--- config.mk ---
export PLATFORM = sky130hd
export DESIGN_NAME = hwpe_stream_fifo_sidech_cnt_flat
export DESIGN_NICKNAME = d
export VERILOG_FILES = /design/src/rtl/hwpe_stream_fifo_sidech_cnt_if.sv /design/src/rtl/hwpe_stream_fifo_sidech_cnt.sv /design/src/flat_wrapper.sv
export SDC_FILE = /design/constraint.sdc
export NUM_CORES = 1
export LEC_CHECK = 0
export CORE_MARGIN = 3
export CORE_UTILIZATION = 35
export CTS_CLUSTER_SIZE = 14
export DETAILED_ROUTE_END_ITERATION = 6
export PLACE_DENSITY = 0.5
export SYNTH_ARGS = -nofsm -noshare
export SYNTH_HDL_FRONTEND = slang
export SYNTH_SLANG_ARGS = --single-unit
--- constraint.sdc ---
create_clock -name clk_i -period 4.56 [get_ports clk_i]
set_input_delay 0.912 -clock clk_i [delete_from_list [all_inputs] [get_ports clk_i]]
set_output_delay 0.912 -clock clk_i [all_outputs]
set_load 0.005 [all_outputs]
--- src/rtl/hwpe_stream_fifo_sidech_cnt_if.sv ---
// Valid/ready stream bundle carrying a data word plus per-byte strobes.
interface hwpe_stream_intf_stream #(
  parameter int unsigned DATA_WIDTH = 32
) ();

  logic                      valid;
  logic                      ready;
  logic [DATA_WIDTH-1:0]     data;
  logic [DATA_WIDTH/8-1:0]   strb;

  modport source (output valid, output data, output strb, input ready);
  modport sink   (input valid, input data, input strb, output ready);

endinterface

--- src/rtl/hwpe_stream_fifo_sidech_cnt.sv ---
// Stream FIFO storing {sidech, data, strb} per entry, with occupancy count and status flags.
// Define HWPE_FIFO_FALLTHROUGH_EN to let an empty FIFO forward push_i straight to pop_o.
module hwpe_stream_fifo_sidech_cnt #(
  parameter int unsigned DATA_WIDTH   = 32,
  parameter int unsigned FIFO_DEPTH   = 8,
  parameter int unsigned SIDECH_WIDTH = 1,
  parameter int unsigned AFULL_TH     = FIFO_DEPTH - 2,
  parameter int unsigned AEMPTY_TH    = 2
) (
  input  logic                             clk_i,
  input  logic                             rst_ni,
  input  logic                             clear_i,
  hwpe_stream_intf_stream.sink             push_i,
  hwpe_stream_intf_stream.source           pop_o,
  input  logic [SIDECH_WIDTH-1:0]          sidech_i,
  output logic [SIDECH_WIDTH-1:0]          sidech_o,
  output logic [$clog2(FIFO_DEPTH+1)-1:0]  count_o,
  output logic                             empty_o,
  output logic                             full_o,
  output logic                             almost_full_o,
  output logic                             almost_empty_o
);

  localparam int unsigned STRB_W  = DATA_WIDTH / 8;
  localparam int unsigned ENTRY_W = SIDECH_WIDTH + DATA_WIDTH + STRB_W;
  localparam int unsigned CNT_W   = $clog2(FIFO_DEPTH + 1);
  localparam int unsigned PTR_W   = $clog2(FIFO_DEPTH);
  localparam logic [PTR_W-1:0] PTR_LAST  = PTR_W'(FIFO_DEPTH - 1);
  localparam logic [CNT_W-1:0] CNT_DEPTH = CNT_W'(FIFO_DEPTH);

  logic [ENTRY_W-1:0] mem_q [FIFO_DEPTH];
  logic [ENTRY_W-1:0] mem_d [FIFO_DEPTH];
  logic [CNT_W-1:0]   count_q, count_d;
  logic [PTR_W-1:0]   wr_ptr_q, wr_ptr_d;
  logic [PTR_W-1:0]   rd_ptr_q, rd_ptr_d;

  logic               push_ready;
  logic               push_acc;
  logic               pop_valid;
  logic               store;
  logic               pop_mem;
  logic [ENTRY_W-1:0] entry_in;
  logic [ENTRY_W-1:0] head_raw;
  logic [ENTRY_W-1:0] head;

  assign entry_in   = {sidech_i, push_i.data, push_i.strb};
  assign push_ready = (count_q < CNT_DEPTH);
  assign push_acc   = push_i.valid & push_ready;

`ifdef HWPE_FIFO_FALLTHROUGH_EN
  logic ft_active;
  logic bypass;

  // An empty FIFO presents the incoming word directly; if it is taken, it never touches storage.
  assign ft_active = (count_q == '0);
  assign pop_valid = ~ft_active | push_i.valid;
  assign head_raw  = ft_active ? entry_in : mem_q[rd_ptr_q];
  assign bypass    = ft_active & push_i.valid & pop_o.ready;
  assign store     = push_acc & ~bypass;
  assign pop_mem   = ~ft_active & pop_o.ready;
`else
  assign pop_valid = (count_q != '0);
  assign head_raw  = mem_q[rd_ptr_q];
  assign store     = push_acc;
  assign pop_mem   = pop_valid & pop_o.ready;
`endif

  assign head = pop_valid ? head_raw : '0;

  assign push_i.ready = push_ready;
  assign pop_o.valid  = pop_valid;
  assign pop_o.strb   = head[STRB_W-1:0];
  assign pop_o.data   = head[STRB_W +: DATA_WIDTH];
  assign sidech_o     = head[STRB_W+DATA_WIDTH +: SIDECH_WIDTH];

  assign count_o        = count_q;
  assign empty_o        = (count_q == '0);
  assign full_o         = (count_q == CNT_DEPTH);
  assign almost_full_o  = (count_q >= CNT_W'(AFULL_TH));
  assign almost_empty_o = (count_q <= CNT_W'(AEMPTY_TH));

  always_comb begin
    mem_d    = mem_q;
    count_d  = count_q;
    wr_ptr_d = wr_ptr_q;
    rd_ptr_d = rd_ptr_q;
    if (store) begin
      mem_d[wr_ptr_q] = entry_in;
      wr_ptr_d = (wr_ptr_q == PTR_LAST) ? '0 : wr_ptr_q + PTR_W'(1);
    end
    if (pop_mem) begin
      rd_ptr_d = (rd_ptr_q == PTR_LAST) ? '0 : rd_ptr_q + PTR_W'(1);
    end
    case ({store, pop_mem})
      2'b10:   count_d = count_q + CNT_W'(1);
      2'b01:   count_d = count_q - CNT_W'(1);
      default: count_d = count_q;
    endcase
    // Flush wins over any transfer in the same cycle; stale storage is masked by pop_valid.
    if (clear_i) begin
      count_d  = '0;
      wr_ptr_d = '0;
      rd_ptr_d = '0;
    end
  end

  always_ff @(posedge clk_i or negedge rst_ni) begin
    if (!rst_ni) begin
      count_q  <= '0;
      wr_ptr_q <= '0;
      rd_ptr_q <= '0;
      for (int i = 0; i < int'(FIFO_DEPTH); i++) begin
        mem_q[i] <= '0;
      end
    end else begin
      count_q  <= count_d;
      wr_ptr_q <= wr_ptr_d;
      rd_ptr_q <= rd_ptr_d;
      mem_q    <= mem_d;
    end
  end

endmodule

--- src/flat_wrapper.sv ---
// flat-port wrapper written by rule: the top's interface ports become plain ports
module hwpe_stream_fifo_sidech_cnt_flat 
#(
  parameter int unsigned DATA_WIDTH   = 32,
  parameter int unsigned FIFO_DEPTH   = 8,
  parameter int unsigned SIDECH_WIDTH = 1,
  parameter int unsigned AFULL_TH     = FIFO_DEPTH - 2,
  parameter int unsigned AEMPTY_TH    = 2
)
  (clk_i, rst_ni, clear_i, sidech_i, sidech_o, count_o, empty_o, full_o, almost_full_o, almost_empty_o, push_i_valid, push_i_data, push_i_strb, push_i_ready, pop_o_valid, pop_o_data, pop_o_strb, pop_o_ready);
  hwpe_stream_intf_stream #(.DATA_WIDTH(DATA_WIDTH)) push_i_i ();
  hwpe_stream_intf_stream #(.DATA_WIDTH(DATA_WIDTH)) pop_o_i ();
  input  logic clk_i;
  input  logic rst_ni;
  input  logic clear_i;
  input  logic [SIDECH_WIDTH-1:0] sidech_i;
  output logic [SIDECH_WIDTH-1:0] sidech_o;
  output logic [$clog2(FIFO_DEPTH+1)-1:0] count_o;
  output logic empty_o;
  output logic full_o;
  output logic almost_full_o;
  output logic almost_empty_o;
  input wire logic [$bits(push_i_i.valid)-1:0] push_i_valid;
  input wire logic [$bits(push_i_i.data)-1:0] push_i_data;
  input wire logic [$bits(push_i_i.strb)-1:0] push_i_strb;
  output wire logic [$bits(push_i_i.ready)-1:0] push_i_ready;
  output wire logic [$bits(pop_o_i.valid)-1:0] pop_o_valid;
  output wire logic [$bits(pop_o_i.data)-1:0] pop_o_data;
  output wire logic [$bits(pop_o_i.strb)-1:0] pop_o_strb;
  input wire logic [$bits(pop_o_i.ready)-1:0] pop_o_ready;
  assign push_i_i.valid = push_i_valid;
  assign push_i_i.data = push_i_data;
  assign push_i_i.strb = push_i_strb;
  assign push_i_ready = push_i_i.ready;
  assign pop_o_valid = pop_o_i.valid;
  assign pop_o_data = pop_o_i.data;
  assign pop_o_strb = pop_o_i.strb;
  assign pop_o_i.ready = pop_o_ready;
  hwpe_stream_fifo_sidech_cnt #(.DATA_WIDTH(DATA_WIDTH), .FIFO_DEPTH(FIFO_DEPTH), .SIDECH_WIDTH(SIDECH_WIDTH), .AFULL_TH(AFULL_TH), .AEMPTY_TH(AEMPTY_TH)) u_core (.clk_i(clk_i), .rst_ni(rst_ni), .clear_i(clear_i), .push_i(push_i_i), .pop_o(pop_o_i), .sidech_i(sidech_i), .sidech_o(sidech_o), .count_o(count_o), .empty_o(empty_o), .full_o(full_o), .almost_full_o(almost_full_o), .almost_empty_o(almost_empty_o));
endmodule
; Word level (Yosys, flattened, before mapping)
; Index checks and enable logic that the tools add are counted.
[totals]
elab_cells = 51
output_inout_bits = 47
ff_bits = 306
inputBits = 42
[op_classes]
n_lt_le_gt_ge = 6
eq_ne = 5
reduce_logical = 6
bitwise = 4
mux = 15
addsub = 4
[op_table]
columns = operator, n
row1 = 296-bit bitwise mux, 1
row2 = 37-bit 2-to-1 mux, 4
row3 = 37-bit binary-select mux with 3-bit select, 1
row4 = 37-bit demux with 3-bit select, 1
row5 = 3-bit 2-to-1 mux, 6
row6 = 4-bit greater-or-equal comparator (second input constant), 2
row7 = 3-bit NOT with 4-bit output, 2
row8 = 4-bit case mux with 2 select lines, 1
row9 = 3-bit by 1-bit adder with 3-bit output (second input constant), 2
row10 = 3-bit == test (second input constant), 2
row11 = 4-bit by 1-bit adder with 4-bit output (second input constant), 1
row12 = 4-bit == test (second input constant), 1
row13 = 4-bit by 3-bit greater-or-equal comparator with 1-bit output (second input constant), 1
row14 = 4-bit by 2-bit <= comparator with 1-bit output (second input constant), 1
row15 = 4-bit zero test, 1
row16 = 4-bit by 1-bit less-than comparator with 1-bit output (second input constant), 1
row17 = 4-bit less-than comparator (second input constant), 1
row18 = 4-bit 2-to-1 mux, 1
row19 = 2-bit nonzero test, 2
row20 = 4-bit nonzero test, 1
row21 = 4-bit by 1-bit subtractor with 4-bit output (second input constant), 1
row22 = 3-bit nonzero test, 1
row23 = 1-bit AND, 2
row24 = 2-bit by 1-bit == test with 1-bit output (second input constant), 1
row25 = other kinds (2), 2

; Longest topological paths before layout
; Gate-level depths: netlist of the first run.
[logic_depth]
ltp_word = 6
mapped_depth = 9
mapped_depth_nobuf = 8

; Least setup slack after synthesis of the first run
; No wires, ideal clock.
[synth_timing]
path_type = input port to flip-flop
start = in push_i_valid
end = reg u_core.count_q[3] (netlist: u_core.count_o[3])
n_path_buf = 1
setup_time_ns = 0.082
t_required_ns = 4.478
setup_slack_ns = 2.064
stages = 8
t_arrival_ns = 2.414
cell_sequence = buf_4 > o21ai_0 > and2_1 > ha_1 > or4b_1 > o32ai_1 > a311oi_1 > a31oi_1
[synth_between]
elab_chain_cells = 4
elab_cells_between_ends = 6
classes_between = eq/ne: 2 / mux: 2 / bitwise: 1 / reduce/logical: 1
[synth_rtl]
columns = item, line_no
row1 = start: declaration, flat_wrapper.sv:23  ; input wire logic [$bits(push_i_i.valid)-1:0] push_i_valid;
row2 = 1-bit AND (*), hwpe_stream_fifo_sidech_cnt.sv:48  ; assign push_acc = push_i.valid & push_ready;
row3 = 2-bit by 1-bit == test with 1-bit output or 2-bit == test (tied branches), hwpe_stream_fifo_sidech_cnt.sv:94  ; case ({store, pop_mem})
row4 = 4-bit case mux with 2 select lines, hwpe_stream_fifo_sidech_cnt.sv:94
row5 = 4-bit 2-to-1 mux, hwpe_stream_fifo_sidech_cnt.sv:100  ; if (clear_i) begin
row6 = end signal: assignment, hwpe_stream_fifo_sidech_cnt.sv:116  ; count_q <= count_d;
row7 = end: declaration, hwpe_stream_fifo_sidech_cnt.sv:33  ; logic [CNT_W-1:0] count_q, count_d;
; Mark *: on every way between the ends. The rest lies on a longest branch, timed or not.
; A chain may end at the register's enable or synchronous reset.

; Worst setup path after layout of the first run
[layout_timing]
start = reg u_core.rd_ptr_q[0]
end = out pop_o_data[18]
[layout_between]
elab_chain_cells = 5
[layout_rtl]
columns = item, line_no
row1 = start: declaration, hwpe_stream_fifo_sidech_cnt.sv:35  ; logic [PTR_W-1:0] rd_ptr_q, rd_ptr_d;
row2 = start signal: assignment, hwpe_stream_fifo_sidech_cnt.sv:118  ; rd_ptr_q <= rd_ptr_d;
row3 = 3-bit NOT with 4-bit output (implied by the code), hwpe_stream_fifo_sidech_cnt.sv:63  ; assign head_raw = mem_q[rd_ptr_q];
row4 = 37-bit binary-select mux with 3-bit select, hwpe_stream_fifo_sidech_cnt.sv:63
row5 = 37-bit 2-to-1 mux (implied by the code) (2 in a row), hwpe_stream_fifo_sidech_cnt.sv:63
row6 = 37-bit 2-to-1 mux, hwpe_stream_fifo_sidech_cnt.sv:68  ; assign head = pop_valid ? head_raw : '0;
row7 = end: declaration, flat_wrapper.sv:28  ; output wire logic [$bits(pop_o_i.data)-1:0] pop_o_data;
; Every way passes these cells. The select of a mux whose other input is x is not followed.

==> metrics.yaml, run 1 <==
yosys:
  synth-edff-count: 0
  ys_seq_elements: 306
  yosysSeqAreaShare_pct: 54.14
  async_reset_ff_share_pct: 100.0
  synth.area.top_cells: "dfrtp_1, mux2_2, mux4_2"
  synthFlopType: "dfrtp_1"
  synth_top_area_cell: "dfrtp_1"
  synth_top_area_share_pct: 54.14
  synth_nets: 933
  avgSynthCellArea_sq_um: 15.98
  synthCells: 885
  syn_area_sq_um: 14140
  yosysWarnings: 0
  synth.distinct_cells: 44
setup_path:
  cp-start-kind: "register"
  ff2ff_path_depth: 8
  cp_slowest_cell: "dfrtp_4"
  slowest_delay_ps: 950
  crit_required_ps: 3650
  end_kind: "primary output"
  cp_cell_sequence: "buf_4 -> mux4_2 -> mux2i_1 -> nor2_1 -> clkdlybuf4s50_1"
  arrival_ps: 3120
  cp_max_fo: 39
  path_class: "register to primary output"
clocking:
  path_clk_slew_ps: 60
  cts_resized: 0
  cts_hold_buf: 0
  clock_latency_ps: 500
  cts-root-buf: "clkbuf_16"
  cts_tree: "yes"
  cts.sinks: 306
  cts_setup_buffers: 0
  clk_path_buf_depth: 3
  htreeDepth: 2
  cts_buffers: 36
die:
  fp.dieArea_sq_um: 42860
  die_w_microns: 207.0
  die-height_microns: 207.0
  io-pin-count: 89
  start_util_pct: 35.51
  coreArea_sq_um: 39820
  row_count: 73
routing:
  route.final.wire_length_mm: 32.35
  dr.first_iter.drc_count: 335
  viasPerCell: 5.105
  dr.pass1.iters: 4
  via_count: 7760
  drc: 0
  wire_per_inst_microns: 21.28
  ant_nets: 0
timing:
  slew_violations: 0
  rsz0062_at_grt: "false"
  timing.hold.ws_ps: 486.8
  worstMarginPinSlew_ps: 919.6
  max_freq_ghz: 0.2483
  final-setup-viol-count: 0
  fin_crit_sh_pct: 88.32
  maxSlewHeadroom_pct: 38.69
  hold_violations: 0
  skew_ps: 6.915
  tns_ps: 0
  fin_crit_ps: 4027
finish:
  stdcell_area_sq_um: 16690
  layout_commonest_cell: "dfrtp_1"
  seqCellArea_sq_um: 7666
  drive_above_1_share_pct: 44.82
  mostFrequentLayoutCells: "dfrtp_1, mux2_2, clkdlybuf4s50_1, mux4_2, nor2_1"
  syn2layout_area_growth_pct: 18.02
  diodes: 0
  nNetsFinal: 1021
  final_core_util_pct: 41.91
  multi_input_area_sq_um: 6058
  nFillCells: 3773
worst_hold_path:
  min_path_type: "register to register"
  holdPathStages: 1
global_routing:
  grt_usage_pct: 15.07
  gr-total-overflow: 0
  grt_first_pass_wirelength_mm: 51.29
  grt_pass1_vias: 8491
  grt_max_degree: 115
  antenna_found_initial: 1
run_status:
  status: "complete, no violations"
placement:
  placed_area_sq_um: 15560
  port_buffers: 88
  gp_congestion: 0.7196
  place_hpwl_mm: 18.43
pwr:
  powerDensity_nw_per_um2: 593.2
  vdd_drop_max_mv: 0.2420
  p_leak_nw: 7.222
job:
  drv_cap: 0
[power breakdown]
group	total (W)	internal [W]	switching, W
registers	0.00395	0.00346	0.000489
clock network	0.00277	0.00169	0.00108
logic	0.00318	0.00198	0.00120
[area by class of cell]
class	instances	area share [%]
sequential	306	45.93
multi-input combinational	516	36.30
timing repair buffer	111	7.016
clock buffer	54	6.289
tap	525	3.936
clock inverter	6	0.4798
inverter	2	0.05247
[kinds of logic (layout without fill, tap and decap cells)]
logic type / after synthesis / count (layout) / synth area share [%]
XOR/XNOR: 3 / 3 / 0.1858
AO/OA/AOI/OAI: 16 / 16 / 0.8405
adder cells (fa/ha/maj): 6 / 6 / 0.5308
multiplexers: 410 / 410 / 38.18
flip-flops: 306 / 306 / 54.14
AND/OR/NAND/NOR: 81 / 81 / 3.008
buffers and inverters: 63 / 173 / 3.105
[stage by stage]
stage,setup WS (ps),std cells,power [W]
floorplan,2064,885,0.005950
global placement,945.0,1460,0.007221
detailed placement,973.9,1460,0.007257
CTS,422.7,1520,0.01010
global route,298.2,1520,0.01051
finish,532.5,1520,0.009902
[path summary, 6_finish.rpt]
check | start | to | slack (ps)
max | u_core.rd_ptr_q[0] | pop_o_data[18] | 530
min | u_core.mem_q[11] | u_core.mem_q[11] | 490
max in group asynchronous | rst_ni | u_core.mem_q[123] | 3150
min in group asynchronous | rst_ni | u_core.mem_q[224] | 500
min reg2reg | u_core.mem_q[11] | u_core.mem_q[11] | 490
max reg2reg | u_core.count_o[1] | u_core.count_o[3] | 1960
[Yosys cell counts (all sizes together), types with 3 or more instances]
cell type and n:
mux2i 40, xor2 3, mux4 74, nor2 45, mux2 296, nand3b 5
nand2 11, nor3 4, ha 6, buf 52, clkbuf 9, a21oi 4
dfrtp 306
[worst max-delay path: cells and delay by family (launching register included)]
kind	cells	cell delay, ps
multiplexers	2	740
flip-flops	1	950
AND/OR/NAND/NOR	1	70
buffers and inverters	2	830
[state kept, by name, indices dropped and copies added (netlist names)]
name,flops
u_core.wr_ptr_q,3
u_core.rd_ptr_q,3
u_core.mem_q,296
u_core.count_o,4
[per-layer routing]
layer / track usage [%] / wire, microns / part of all wire, %
met1: 21.25 / 15430 / 48
met2: 24.87 / 15470 / 48
met3: 2.317 / 857 / 2.6
met4: 3.254 / 573 / 1.8
met5: 0 / 17 / 0.053
Power figures use the tool's default switching activity.
==> run 2, diff against run 1 <==
--- a/config.mk
+++ b/config.mk
@@ -6,10 +6,10 @@
 export NUM_CORES = 1
 export LEC_CHECK = 0
 export CORE_MARGIN = 3
-export CORE_UTILIZATION = 35
+export CORE_UTILIZATION = 30
 export CTS_CLUSTER_SIZE = 14
 export DETAILED_ROUTE_END_ITERATION = 6
-export PLACE_DENSITY = 0.5
+export PLACE_DENSITY = 0.44
 export SYNTH_ARGS = -nofsm -noshare
 export SYNTH_HDL_FRONTEND = slang
 export SYNTH_SLANG_ARGS = --single-unit
==> metrics.yaml, run 2 (synthesis results as in run 1) <==
worst_hold_path:
  min_path_type: "primary input to async pin"  # was register to register
global_routing:
  grt_usage_pct: 14.18  # was 15.07%
  grt_max_degree: 104  # was 115
  grt_pass1_vias: 8563  # was 8491
  grt_first_pass_wirelength_mm: 54.31  # was 51.29 mm
  gr-total-overflow: 0  # unchanged
  antenna_found_initial: 0  # was 1
pwr:
  vdd_drop_max_mv: 0.3215  # was 0.2420 mV
  powerDensity_nw_per_um2: 600.9  # was 593.2 nW/um^2
  p_leak_nw: 7.348  # was 7.222 nW
  power_w: 0.01023  # was 0.009902 W
setup_path:
  arrival_ps: 3100  # was 3120 ps
  path_class: "register to primary output"  # unchanged
  end_kind: "primary output"  # unchanged
  crit_required_ps: 3650  # about the same
  cp-start-kind: "register"  # unchanged
  cp_max_fo: 35  # was 39
clocking:
  cts-root-buf: "clkbuf_16"  # unchanged
  cts_resized: 0  # unchanged
  cts.sinks: 306  # unchanged
  clock_latency_ps: 550  # was 500 ps
  clk_path_buf_depth: 3  # unchanged
  cts_hold_buf: 0  # unchanged
  cts_setup_buffers: 0  # unchanged
  htreeDepth: 2  # unchanged
  cts_tree: "yes"  # unchanged
  path_clk_slew_ps: 60  # about the same
  cts_buffers: 39  # was 36
placement:
  placed_area_sq_um: 15740  # was 15560 sq um
  place_hpwl_mm: 19.59  # was 18.43 mm
  gp_congestion: 0.6695  # was 0.7196
  dp.cells: 1539  # was 1460
  port_buffers: 88  # unchanged
routing:
  drc: 0  # unchanged
  dr.first_iter.drc_count: 246  # was 335
  viasPerCell: 4.856  # was 5.105
  wire_per_inst_microns: 21.63  # was 21.28 microns
  via_count: 7818  # was 7760
  ant_nets: 0  # unchanged
  route.final.wire_length_mm: 34.82  # was 32.35 mm
  dr.pass1.iters: 4  # unchanged
run_status:
  status: "complete, no violations"  # unchanged
finish:
  final_cells: 1610  # was 1520
  layout_commonest_cell: "dfrtp_1"  # unchanged
  diodes: 0  # unchanged
  mostFrequentLayoutCells: "dfrtp_1, mux2_2, clkdlybuf4s50_1, mux4_2, nor2_1"  # unchanged
  stdcell_area_sq_um: 17030  # was 16690 sq um
  seqCellArea_sq_um: 7666  # unchanged
  largest_reg_flops: 296  # unchanged
  multi_input_area_sq_um: 6058  # unchanged
  drive_above_1_share_pct: 45.94  # was 44.82%
  nNetsFinal: 1028  # was 1021
  top_register: "u_core.mem_q"  # unchanged
  syn2layout_area_growth_pct: 20.40  # was 18.02%
  nFillCells: 4327  # was 3773
timing:
  fin_crit_ps: 4013  # was 4027 ps
  tns_ps: 0  # unchanged
  worstMarginPinSlew_ps: 924.5  # was 919.6 ps
  fin_crit_sh_pct: 87.99  # was 88.32%
  final-setup-viol-count: 0  # unchanged
  max_freq_ghz: 0.2492  # was 0.2483 GHz
  skew_ps: 13.79  # was 6.915 ps
  rsz0062_at_grt: "false"  # unchanged
  timing.hold.ws_ps: 443.7  # was 486.8 ps
  hold_violations: 0  # unchanged
  maxSlewHeadroom_pct: 38.37  # was 38.69%
  slew_violations: 0  # unchanged
job:
  drv_cap: 0  # unchanged
die:
  die_w_microns: 223.1  # was 207.0 microns
  row_count: 78  # was 73
  die-height_microns: 223.1  # was 207.0 microns
  start_util_pct: 30.77  # was 35.51%
  io-pin-count: 89  # unchanged
  fp.dieArea_sq_um: 49780  # was 42860 sq um
  coreArea_sq_um: 45970  # was 39820 sq um
-- run 2: report_power, final --
| group | leakage (nW) | switching (W) | internal (W) |
|---|---|---|---|
| sequential | 3.97 | 0.000484 | 0.00346 |
| combinational | 2.73 | 0.00125 | 0.00201 |
| clock | 0.645 | 0.00117 | 0.00185 |
| total | 7.35 | 0.00291 | 0.00732 |
-- run 2: layer usage --
metal	vias to the layer above	GRT usage, %	wire length, microns	share of wire [%]
met5	-	0	0	0
met2	97	23.08	16550	48
met4	0	3.835	630	1.8
met3	45	2.434	977	2.8
li1	3500	-	-	-
met1	4176	19.64	16660	48
-- run 2: through the flow --
step / worst slack, ps / util, %
3_5_place_dp: 980.3 / 34.23
4_1_cts: 384.2 / 37.04
3_3_place_gp: 961.3 / 34.23
2_1_floorplan: 2064 / -
6_report: 547.5 / 37.04
5_1_grt: 321.0 / 37.04
-- run 2: cell type report --
type / count / share of cell area (%)
Inverter: 2 / 0.05144
Sequential cell: 306 / 45.02
Clock buffer: 63 / 7.267
Clock inverter: 8 / 0.3233
Timing Repair Buffer: 115 / 7.348
Multi-Input combinational cell: 516 / 35.58
Tap cell: 600 / 4.409
-- run 2: worst paths after layout --
kind / from / end / slack [ps] / cells past startpoint
max in group asynchronous: rst_ni / u_core.mem_q[268] / 3180 / 2
min in group clk_i: u_core.mem_q[71] / u_core.mem_q[71] / 480 / 1
worst min register to register: u_core.mem_q[71] / u_core.mem_q[71] / 480 / 1
worst min-delay path: rst_ni / u_core.count_o[1] / 440 / 1
worst max-delay path: u_core.rd_ptr_q[0] / pop_o_data[24] / 550 / 5
worst max register to register: u_core.count_o[0] / u_core.count_o[3] / 2030 / 8
-- run 2: worst max-delay path: stages, from the launching register on --
cell and delay, ps:
dfrtp_4 930, buf_4 390, mux4_2 520, mux2i_1 190
nor2_1 60, clkdlybuf4s50_1 470
==> run 3, diff against run 2 <==
--- a/config.mk
+++ b/config.mk
@@ -9,6 +9,7 @@
 export CORE_UTILIZATION = 30
 export CTS_CLUSTER_SIZE = 14
 export DETAILED_ROUTE_END_ITERATION = 6
+export GPL_TIMING_DRIVEN = 0
 export PLACE_DENSITY = 0.44
 export SYNTH_ARGS = -nofsm -noshare
 export SYNTH_HDL_FRONTEND = slang
==> metrics.yaml, run 3 (synthesis results as in run 1) <==
clocking:
  cts_resized: 0  # unchanged
  cts_buffers: 39  # unchanged
  clk_path_buf_depth: 3  # unchanged
  cts_tree: "yes"  # unchanged
  clock_latency_ps: 540  # was 550 ps
  cts_setup_buffers: 0  # unchanged
  path_clk_slew_ps: 50  # was 60 ps
  cts_hold_buf: 0  # unchanged
  cts-root-buf: "clkbuf_16"  # unchanged
  cts.sinks: 306  # unchanged
  htreeDepth: 2  # unchanged
pwr:
  powerDensity_nw_per_um2: 595.2  # was 600.9 nW/um^2
  power_w: 0.01012  # was 0.01023 W
  vdd_drop_max_mv: 0.2342  # was 0.3215 mV
  p_leak_nw: 7.382  # was 7.348 nW
die:
  io-pin-count: 89  # unchanged
  die_w_microns: 223.1  # unchanged
  row_count: 78  # unchanged
  fp.dieArea_sq_um: 49780  # unchanged
  start_util_pct: 30.77  # unchanged
  die-height_microns: 223.1  # unchanged
  coreArea_sq_um: 45970  # unchanged
setup_path:
  path_buf_inv: 3  # was 2
  cp_cell_sequence: "buf_2 -> buf_1 -> mux4_2 -> mux2i_1 -> nor2_1 -> clkdlybuf4s50_1"  # was buf_4 -> mux4_2 -> mux2i_1 -> nor2_1 -> clkdlybuf4s50_1
  slowest_delay_ps: 660  # was 930 ps
  arrival_ps: 3240  # was 3100 ps
  cp-start-kind: "register"  # unchanged
  end_kind: "primary output"  # unchanged
  path_class: "register to primary output"  # unchanged
  path_delay_family: "buffers and inverters"  # was flip-flops
  crit_required_ps: 3650  # about the same
  cp_slowest_cell: "buf_1"  # was dfrtp_4
  cp_max_fo: 10  # was 35
worst_hold_path:
  min_path_type: "primary input to async pin"  # unchanged
timing:
  max_freq_ghz: 0.2410  # was 0.2492 GHz
  worstMarginPinSlew_ps: 1048  # was 924.5 ps
  hold_violations: 0  # unchanged
  maxSlewHeadroom_pct: 30.12  # was 38.37%
  skew_ps: 20.24  # was 13.79 ps
  fin_crit_ps: 4150  # was 4013 ps
  fin_crit_sh_pct: 91.01  # was 87.99%
  slew_violations: 0  # unchanged
  final-setup-viol-count: 0  # unchanged
  rsz0062_at_grt: "false"  # unchanged
job:
  drv_cap: 0  # unchanged
global_routing:
  grt_first_pass_wirelength_mm: 54.96  # was 54.31 mm
  grt_pass1_vias: 8702  # was 8563
  antenna_found_initial: 1  # was 0
  gr-total-overflow: 0  # unchanged
  grt_usage_pct: 14.42  # was 14.18%
  grt_max_degree: 116  # was 104
finish:
  layout_commonest_cell: "dfrtp_1"  # unchanged
  drive_above_1_share_pct: 45.66  # was 45.94%
  syn2layout_area_growth_pct: 20.28  # was 20.40%
  diodes: 0  # unchanged
  final_cells: 1638  # was 1610
  nFillCells: 4397  # was 4327
  top_register: "u_core.mem_q"  # unchanged
  mostFrequentLayoutCells: "dfrtp_1, mux2_2, clkdlybuf4s50_1, mux4_2, nor2_1"  # unchanged
  largest_reg_flops: 296  # unchanged
  nNetsFinal: 1063  # was 1028
  multi_input_area_sq_um: 6046  # was 6058 sq um
  seqCellArea_sq_um: 7657  # was 7666 sq um
routing:
  dr.pass1.iters: 4  # unchanged
  viasPerCell: 4.806  # was 4.856
  wire_per_inst_microns: 21.40  # was 21.63 microns
  drc: 0  # unchanged
  via_count: 7872  # was 7818
  route.final.wire_length_mm: 35.05  # was 34.82 mm
  dr.first_iter.drc_count: 334  # was 246
  ant_nets: 0  # unchanged
placement:
  dp.cells: 1574  # was 1539
  port_buffers: 87  # was 88
  place_hpwl_mm: 21.51  # was 19.59 mm
  gp_congestion: 0.6992  # was 0.6695
run_status:
  status: "complete, no violations"  # unchanged
==> run 3: changes by cell type in the layout (fill, tap and decap cells not counted), moves of 2 or more <==
cell	before	now
buf_2	0	17
buf_6	0	17
buf_12	13	0
clkbuf_1	8	20
clkbuf_8	15	8
buf_1	0	4
dfrtp_1	303	306
buf_16	0	2
clkinv_2	7	5
dfrtp_4	2	0
nor3b_2	0	2
nor3b_4	2	0
==> run 3: worst paths after layout <==
| path | start | to | slack (ps) | depth (start not counted) |
|---|---|---|---|---|
| worst min register to register | u_core.mem_q[11] | u_core.mem_q[11] | 480 | 1 |
| max in group asynchronous | rst_ni | u_core.mem_q[25] | 3110 | 2 |
| worst min-delay path | rst_ni | u_core.count_o[1] | 420 | 1 |
| worst max-delay path | u_core.rd_ptr_q[1] | pop_o_strb[2] | 410 | 6 |
| min in group clk_i | u_core.mem_q[11] | u_core.mem_q[11] | 480 | 1 |
| worst max register to register | u_core.count_o[0] | u_core.count_o[3] | 2020 | 9 |
==> run 3: cell type report <==
type	count	area share (%)
clock buffers	58	6.627
inverters	2	0.05149
repair buffers	89	5.473
plain buffers	61	2.530
well taps	600	4.413
flip-flops and latches	306	45.02
clock inverters	6	0.3457
multi-input cells	516	35.54
==> run 3: per-stage QoR <==
step	utilization [%]	cell area, sq um	setup TNS (ps)	setup WS, ps	hold WS (ps)
after detailed placement	34.42	15820	0	835.2	469.9
final	37.01	17010	0	410.1	416.0
after global routing	37.01	17010	0	228.0	460.7
after global placement	34.29	15760	-3678830	-12050	464.3
after floorplan	-	14140	0	2064	452.4
after CTS	37.01	17010	0	242.9	417.3
==> run 3: power by group <==
part	switching [W]	total, W	leakage, nW	internal [W]
clock network	0.00114	0.00289	0.585	0.00175
registers	0.000356	0.00381	3.98	0.00346
logic	0.00140	0.00342	2.82	0.00201
==> run 3: metal layers <==
| metal | track usage [%] | routed length (microns) |
|---|---|---|
| met4 | 4.143 | 697 |
| met1 | 20.16 | 16750 |
| met2 | 22.80 | 16230 |
| met3 | 2.882 | 1368 |
| met5 | 0 | 7 |
